$ cat config.mk
export PLATFORM = sky130hd
export DESIGN_NAME = sym_spawn_scheduler
export DESIGN_NICKNAME = d
export VERILOG_FILES = /design/src/rtl/sym_spawn_scheduler.sv
export SDC_FILE = /design/constraint.sdc
export NUM_CORES = 1
export LEC_CHECK = 0
export BUFFER_PORTS_ARGS = -buffer_cell sky130_fd_sc_hd__buf_2
export CAP_MARGIN = 10
export CORE_MARGIN = 3
export CORE_UTILIZATION = 57
export CTS_CLUSTER_DIAMETER = 60
export DETAILED_ROUTE_END_ITERATION = 8
export PLACE_DENSITY = 0.83
export REMOVE_ABC_BUFFERS = 1
export SLEW_MARGIN = 20
export SYNTH_ARGS = -nofsm -noshare
export SYNTH_HDL_FRONTEND = slang
export SYNTH_SLANG_ARGS = --single-unit
$ cat constraint.sdc
create_clock -name Clk1Hz -period 3.3 [get_ports Clk1Hz]
set_clock_uncertainty 0.2 [all_clocks]
set_input_delay 0.825 -clock Clk1Hz [delete_from_list [all_inputs] [get_ports Clk1Hz]]
set_output_delay 0.825 -clock Clk1Hz [all_outputs]
set_load 0.05 [all_outputs]
$ cat src/rtl/sym_spawn_scheduler.sv
// Per-level symbol spawn scheduler and answer counter; every output is registered (1 tick), with no backpressure.
// Define SYM_SPAWN_NOREPEAT_EN to nudge a spawn position off the previous spawn's position.
module sym_spawn_scheduler #(
    parameter int          MAX_COUNT = 99,
    parameter logic [15:0] LFSR_SEED = 16'hACE1,
    parameter int          NUM_POS   = 16
) (
    input  logic       Clk1Hz,
    input  logic       reset,
    input  logic       gamePeriod,
    input  logic       answerPeriod,
    input  logic       levelChng,
    input  logic [4:0] level,
    input  logic       btnInc,
    input  logic       btnDec,
    output logic       spawnValid,
    output logic [1:0] spawnSym,
    output logic [3:0] spawnPos,
    output logic [1:0] targetSym,
    output logic [6:0] trueCount,
    output logic [6:0] userCount,
    output logic [6:0] symCountDiff,
    output logic       diffValid
);

    localparam logic [15:0] SEED     = (LFSR_SEED == 16'h0000) ? 16'h0001 : LFSR_SEED;
    localparam logic [15:0] TAPS     = 16'hB400;
    localparam logic [6:0]  MAX_C    = 7'(MAX_COUNT);
    localparam logic [3:0]  POS_MASK = 4'(NUM_POS - 1);

    typedef enum logic [2:0] {IDLE, GAME, ANSWER, EVAL, HOLD} state_t;

    state_t      state_q, state_d;
    logic [15:0] lfsr_q, lfsr_d;
    logic        spawn_valid_q, spawn_valid_d;
    logic [1:0]  spawn_sym_q, spawn_sym_d;
    logic [3:0]  spawn_pos_q, spawn_pos_d;
    logic [1:0]  target_sym_q, target_sym_d;
    logic [6:0]  true_cnt_q, true_cnt_d;
    logic [6:0]  user_cnt_q, user_cnt_d;
    logic [6:0]  diff_q, diff_d;
    logic        diff_valid_q, diff_valid_d;
`ifdef SYM_SPAWN_NOREPEAT_EN
    logic        prev_vld_q, prev_vld_d;
    logic [3:0]  prev_pos_q, prev_pos_d;
`endif

    logic [5:0]  thr;
    logic [3:0]  cand_pos;
    logic        enter_game;

    always_comb begin
        state_d       = state_q;
        lfsr_d        = {1'b0, lfsr_q[15:1]} ^ (lfsr_q[0] ? TAPS : 16'h0000);
        spawn_valid_d = spawn_valid_q;
        spawn_sym_d   = spawn_sym_q;
        spawn_pos_d   = spawn_pos_q;
        target_sym_d  = target_sym_q;
        true_cnt_d    = true_cnt_q;
        user_cnt_d    = user_cnt_q;
        diff_d        = diff_q;
        diff_valid_d  = diff_valid_q;
        enter_game    = 1'b0;
        // Threshold is widened to 6 bits so high levels saturate rather than wrap
        thr = {1'b0, level} + 6'd4;
        if (thr > 6'd15) thr = 6'd15;
        cand_pos = lfsr_q[13:10] & POS_MASK;
`ifdef SYM_SPAWN_NOREPEAT_EN
        prev_vld_d = prev_vld_q;
        prev_pos_d = prev_pos_q;
        if (prev_vld_q && cand_pos == prev_pos_q) cand_pos = (cand_pos + 4'd1) & POS_MASK;
`endif

        unique case (state_q)
            IDLE: begin
                if (gamePeriod) enter_game = 1'b1;
            end
            GAME: begin
                if (gamePeriod) begin
                    if ({2'b00, lfsr_q[7:4]} < thr) begin
                        spawn_valid_d = 1'b1;
                        spawn_sym_d   = lfsr_q[9:8];
                        spawn_pos_d   = cand_pos;
`ifdef SYM_SPAWN_NOREPEAT_EN
                        prev_vld_d    = 1'b1;
                        prev_pos_d    = cand_pos;
`endif
                        if (lfsr_q[9:8] == target_sym_q && true_cnt_q < MAX_C)
                            true_cnt_d = true_cnt_q + 7'd1;
                    end else begin
                        spawn_valid_d = 1'b0;
                    end
                end else begin
                    spawn_valid_d = 1'b0;
                    state_d       = answerPeriod ? ANSWER : EVAL;
                end
            end
            ANSWER: begin
                if (answerPeriod) begin
                    if (btnInc && !btnDec && user_cnt_q < MAX_C)
                        user_cnt_d = user_cnt_q + 7'd1;
                    else if (btnDec && !btnInc && user_cnt_q != 7'd0)
                        user_cnt_d = user_cnt_q - 7'd1;
                end else begin
                    state_d = EVAL;
                end
            end
            EVAL: begin
                diff_d       = (true_cnt_q >= user_cnt_q) ? (true_cnt_q - user_cnt_q)
                                                          : (user_cnt_q - true_cnt_q);
                diff_valid_d = 1'b1;
                state_d      = HOLD;
            end
            HOLD: begin
                if (levelChng) begin
                    diff_valid_d = 1'b0;
                    state_d      = IDLE;
                end else if (gamePeriod) begin
                    enter_game = 1'b1;
                end
            end
            default: state_d = IDLE;
        endcase

        // A fresh level starts from zero counts; the entry edge never spawns
        if (enter_game) begin
            state_d      = GAME;
            true_cnt_d   = 7'd0;
            user_cnt_d   = 7'd0;
            diff_d       = 7'd0;
            diff_valid_d = 1'b0;
            target_sym_d = lfsr_q[1:0];
`ifdef SYM_SPAWN_NOREPEAT_EN
            prev_vld_d   = 1'b0;
`endif
        end
    end

    always_ff @(posedge Clk1Hz or posedge reset) begin
        if (reset) begin
            state_q       <= IDLE;
            lfsr_q        <= SEED;
            spawn_valid_q <= 1'b0;
            spawn_sym_q   <= 2'd0;
            spawn_pos_q   <= 4'd0;
            target_sym_q  <= 2'd0;
            true_cnt_q    <= 7'd0;
            user_cnt_q    <= 7'd0;
            diff_q        <= 7'd0;
            diff_valid_q  <= 1'b0;
`ifdef SYM_SPAWN_NOREPEAT_EN
            prev_vld_q    <= 1'b0;
            prev_pos_q    <= 4'd0;
`endif
        end else begin
            state_q       <= state_d;
            lfsr_q        <= lfsr_d;
            spawn_valid_q <= spawn_valid_d;
            spawn_sym_q   <= spawn_sym_d;
            spawn_pos_q   <= spawn_pos_d;
            target_sym_q  <= target_sym_d;
            true_cnt_q    <= true_cnt_d;
            user_cnt_q    <= user_cnt_d;
            diff_q        <= diff_d;
            diff_valid_q  <= diff_valid_d;
`ifdef SYM_SPAWN_NOREPEAT_EN
            prev_vld_q    <= prev_vld_d;
            prev_pos_q    <= prev_pos_d;
`endif
        end
    end

    assign spawnValid   = spawn_valid_q;
    assign spawnSym     = spawn_sym_q;
    assign spawnPos     = spawn_pos_q;
    assign targetSym    = target_sym_q;
    assign trueCount    = true_cnt_q;
    assign userCount    = user_cnt_q;
    assign symCountDiff = diff_q;
    assign diffValid    = diff_valid_q;

endmodule
# After elaboration in Yosys (flattened, before gate mapping)
# Cells that the tools add are included.
dict set report classes {
  n_addsub 6
  magnitude_cmp 5
  n_eq_ne 9
  mux 29
  bitwise 1
  reduce_logical 23
}
# cell count
set ops {}
lappend ops {{7-bit two-way mux} 13}
lappend ops {{16-bit two-way mux} 1}
lappend ops {{15-bit by 16-bit bitwise XOR with 16-bit output} 1}
lappend ops {{3-bit case mux with 5 select lines} 1}
lappend ops {{7-bit by 1-bit adder with 7-bit output (second input constant)} 2}
lappend ops {{7-bit less-than comparator (second input constant)} 2}
lappend ops {{2-bit nonzero test} 7}
lappend ops {{7-bit subtractor} 2}
lappend ops {{3-bit two-way mux} 4}
lappend ops {{3-bit inequality test (second input constant)} 3}
lappend ops {{4-bit AND reduction} 2}
lappend ops {{7-bit greater-or-equal comparator} 1}
lappend ops {{1-bit two-way mux} 7}
lappend ops {{7-bit nonzero test} 1}
lappend ops {{7-bit by 1-bit subtractor with 7-bit output (second input constant)} 1}
lappend ops {{5-bit by 3-bit adder with 6-bit output (second input constant)} 1}
lappend ops {{3-bit by 2-bit == test with 1-bit output (second input constant)} 2}
lappend ops {{6-bit by 4-bit greater-than comparator with 1-bit output (second input constant)} 1}
lappend ops {{4-bit by 6-bit less-than comparator with 1-bit output} 1}
lappend ops {{6-bit two-way mux} 1}
lappend ops {{3-bit AND reduction} 2}
lappend ops {{3-bit nonzero test} 2}
lappend ops {{1-bit logical AND} 5}
lappend ops {{1-bit case mux with 2 select lines} 2}
lappend ops {{7 further kinds} 8}
dict set report word_totals {
  regBits 50
  elab_cells 83
}

# Longest topological paths before layout
dict set report logic_depth {
  depth_word 8
  mapped_depth 12
  depth_no_buf 12
}

# Worst setup path before layout
# Ideal clock, no wire load.
dict set report synth_path {
  path_kind {input-to-reg}
  from {in level[2]}
  to {reg spawn_pos_q[0], in the netlist spawnPos[0]}
  setup_ns 0.125
  t_arrival_ns 2.908
  required_time_ns 2.975
  slack_ns 0.067
  cell_stages 10
  path_buffers 1
  cell_sequence {ha_1 and2_4 nor2b_1 o21a_1 ha_1 a21oi_1 o221ai_2 or4_1 buf_4 mux2_4}
}
dict set report synth_between {
  elab_chain_cells 5
}
# item line_no
set synth_lines {}
lappend synth_lines {{from (decl)} 13} ;# input logic [4:0] level,
lappend synth_lines {{5-bit by 3-bit adder with 6-bit output *} 65} ;# thr = {1'b0, level} + 6'd4;
lappend synth_lines {{6-bit by 4-bit greater-than comparator with 1-bit output} 66} ;# if (thr > 6'd15) thr = 6'd15;
lappend synth_lines {{6-bit two-way mux *} 66}
lappend synth_lines {{4-bit by 6-bit less-than comparator with 1-bit output *} 80} ;# if ({2'b00, lfsr_q[7:4]} < thr) begin
lappend synth_lines {{3-bit AND reduction (no source line) *} -}
lappend synth_lines {{to (signal assigned)} 160} ;# spawn_pos_q <= spawn_pos_d;
lappend synth_lines {{to (decl)} 37} ;# logic [3:0] spawn_pos_q, spawn_pos_d;
# Mark *: on every way between the ends. The rest lies on a longest branch, timed or not.
# A chain may end at the register's enable or synchronous reset.

# Worst setup path after layout
dict set report layout_path {
  from {in level[2]}
  to {reg spawn_sym_q[1], in the netlist spawnSym[1]}
}
dict set report layout_between {
  elab_chain_cells 5
}
# item line_no
set layout_lines {}
lappend layout_lines {{5-bit by 3-bit adder with 6-bit output *} 65}
lappend layout_lines {{6-bit by 4-bit greater-than comparator with 1-bit output} 66}
lappend layout_lines {{6-bit two-way mux *} 66}
lappend layout_lines {{4-bit by 6-bit less-than comparator with 1-bit output *} 80}
lappend layout_lines {{3-bit AND reduction (no source line) *} -}
lappend layout_lines {{to (signal assigned)} 159} ;# spawn_sym_q <= spawn_sym_d;
lappend layout_lines {{to (decl)} 36} ;# logic [1:0] spawn_sym_q, spawn_sym_d;
# Marks and branches as above.

==> results.json <==
{
  "cts_htree_levels": 2,
  "numCtsBuffers": 5,
  "cts_tree": "built",
  "place_congestion": 0.903,
  "grt_antenna_before_repair": 0,
  "post-place-ws_ns": -0.215,
  "start_kind": "primary input",
  "die_area_um2": 5880,
  "fin_crit_ns": 3.18,
  "wire_per_inst_um": 14.5,
  "cts_buffer_depth": 2,
  "yosysSeqAreaShare": 0.443,
  "rsz0062_at_grt": "false",
  "routed_via_density": 5.49,
  "grt_usage": 0.215,
  "num_io_pins": 43,
  "final_core_util": 0.689,
  "postRouteAntennaNets": 0,
  "postCtsResizedCells": 0,
  "status": "complete, no violations",
  "worstPathArrival_ns": 3.19,
  "coreArea_um2": 4790,
  "cts_num_sinks": 50,
  "synth_edf_count": 0,
  "grt_pass1_wl_um": 10100,
  "setup_viol": 0,
  "syn_area_per_cell_um2": 10.2,
  "first_pass_iters": 4,
  "setup_slack_ns": 0.121,
  "syn_area_um2": 2850,
  "grt_pass1_vias": 2208,
  "hpwl_um": 4470,
  "p_per_area_nw_per_um2": 975,
  "finalHoldViolCount": 0,
  "cap_violations": 0,
  "nets": 374,
  "grt_max_degree": 25,
  "leakagePower_nw": 1.67,
  "drt-initial-drc-count": 133,
  "place_area_um2": 3200,
  "synthFlopType": "dfrtp_1",
  "drt-total-wl_um": 5860,
  "holdBufCountCts": 0,
  "worst_pin_slew_ns": 0.851,
  "syn-instance-count": 280,
  "path_class": "in -> reg",
  "cp.required_ns": 3.31,
  "die_h_um": 76.7,
  "reg2reg_slack_ns": 0.43,
  "area_growth_pct": 16.0,
  "cp_max_fo": 7,
  "clk_pin_slew_ns": 0.10,
  "yosys_warnings": 0,
  "grt-ovfl-total": 0,
  "synth_cell_types": 44,
  "antenna_cells": 0,
  "root_buffer": "clkbuf_8",
  "fin_crit_sh": 0.963,
  "port_buffers": 42,
  "post-cts-setup-buffer-count": 0,
  "row_count": 25,
  "final_area_um2": 3300,
  "hold_path_class": "reg -> reg",
  "fmax_ghz": 0.315,
  "die_w_um": 76.7,
  "fillers": 377,
  "drc": 0,
  "fin_setup_tns_ns": 0,
  "cp-end-kind": "flop",
  "vdd_drop_max_mv": 0.563,
  "insertion_delay_ns": 0.31,
  "start_util": 0.595,
  "slew_headroom": 0.432,
  "via_count": 2211,
  "drive_gt1_frac": 0.250,
  "synth-seq-cells": 50,
  "async_reset_ff_frac": 1.00,
  "slew_violations": 0
}
registers in the layout (all words and copies together), names as in the netlist:
name	count
userCount	7
lfsr_q	16
spawnValid	1
targetSym	2
spawnPos	4
state_q	3
spawnSym	2
symCountDiff	7
trueCount	7
diffValid	1
stage by stage:
| stage | power [mW] | cells | hold WS, ns |
|---|---|---|---|
| global route | 3.48 | 403 | 0.150 |
| floorplan | 2.41 | 273 | 0.131 |
| detailed placement | 2.84 | 395 | 0.139 |
| finish | 3.22 | 403 | 0.146 |
| CTS | 3.22 | 403 | 0.152 |
| global placement | 2.79 | 395 | 0.132 |
Yosys cell counts (all sizes together), types with 2 or more instances:
master   number  share of area
xor2          8          0.025
inv          22          0.029
nand2b        6          0.013
o221ai        2          0.011
dfrtp        42           0.37
nor4          2         0.0044
fa            3          0.021
a21o          2         0.0053
buf           3         0.0070
ha           24           0.11
a21oi        20          0.040
nand2        23          0.030
o21ai        22          0.039
mux2          6          0.032
xnor2        11          0.034
nor2         16          0.022
nand3        18          0.032
nor3          3         0.0053
clkbuf        4         0.0053
o2111ai       2         0.0062
o21a          4          0.011
mux2i         6          0.021
nor2b         5          0.011
nand4         4         0.0088
dfstp         8          0.074
power by group:
part	internal [mW]	switching [mW]	total, mW	leakage, nW
sequential	0.721	0.149	0.870	0.654
clock	0.157	0.219	0.376	0.0502
combinational	0.780	1.19	1.97	0.969
worst max-delay path: stages:
cell	delay, ns
buf_2	0.11
ha_1	0.22
and2_4	0.17
nor2b_1	0.12
o21a_1	0.18
ha_1	0.32
a21oi_1	0.21
o221ai_2	0.13
or4_1	0.40
buf_4	0.19
mux2_4	0.30
logic make-up after synthesis:
group / Yosys count / synth area share
simple gates: 83 / 0.143
compound gates: 60 / 0.135
flops: 50 / 0.443
buf+inv: 29 / 0.0413
fa+ha+maj: 27 / 0.127
xor+xnor: 19 / 0.0585
mux: 12 / 0.0528
worst paths after layout:
kind                                     startpoint                        to  cells after the start
max in group asynchronous                     reset       lfsr_q[7]$_DFF_PP1_                      3
min reg2reg                     lfsr_q[2]$_DFF_PP0_       lfsr_q[1]$_DFF_PP0_                      0
max reg2reg                userCount[4]$_DFFE_PP0P_  userCount[6]$_DFFE_PP0P_                     12
min in group asynchronous                     reset   spawnSym[0]$_DFFE_PP0P_                      2
min                             lfsr_q[2]$_DFF_PP0_       lfsr_q[1]$_DFF_PP0_                      0
max                                        level[2]   spawnSym[1]$_DFFE_PP0P_                     11
per-layer routing:
layer  global-route usage  wire, µm
met1                0.282      2700
met2                0.353      2820
met3               0.0340       178
met4               0.0978       163
met5                    0         0
cell usage in the layout (no fill, tap or decap), types with 4 or more instances in the layout:
| cell type | count |
|---|---|
| dfrtp_1 | 42 |
| clkbuf_8 | 5 |
| mux2_4 | 6 |
| o21ai_0 | 21 |
| dfstp_2 | 8 |
| nand3_1 | 18 |
| nand2b_1 | 6 |
| o21a_1 | 4 |
| a21oi_1 | 18 |
| xor2_1 | 8 |
| buf_4 | 13 |
| nor2_1 | 15 |
| xnor2_1 | 11 |
| nor2b_1 | 5 |
| inv_1 | 21 |
| nand4_1 | 4 |
| mux2i_1 | 6 |
| buf_2 | 42 |
| nand2_1 | 23 |
| ha_1 | 24 |
final cells by class:
class | instances | area (µm²) | share of cell area
Clock inverter | 3 | 28.8 | 0.00872
Clock buffer | 5 | 68.8 | 0.0209
Tap cell | 67 | 83.8 | 0.0254
Inverter | 22 | 82.6 | 0.0250
Sequential cell | 50 | 1260 | 0.382
Timing Repair Buffer | 55 | 308 | 0.0933
Multi-Input combinational cell | 201 | 1470 | 0.444
(Power assumes the default switching activity.)
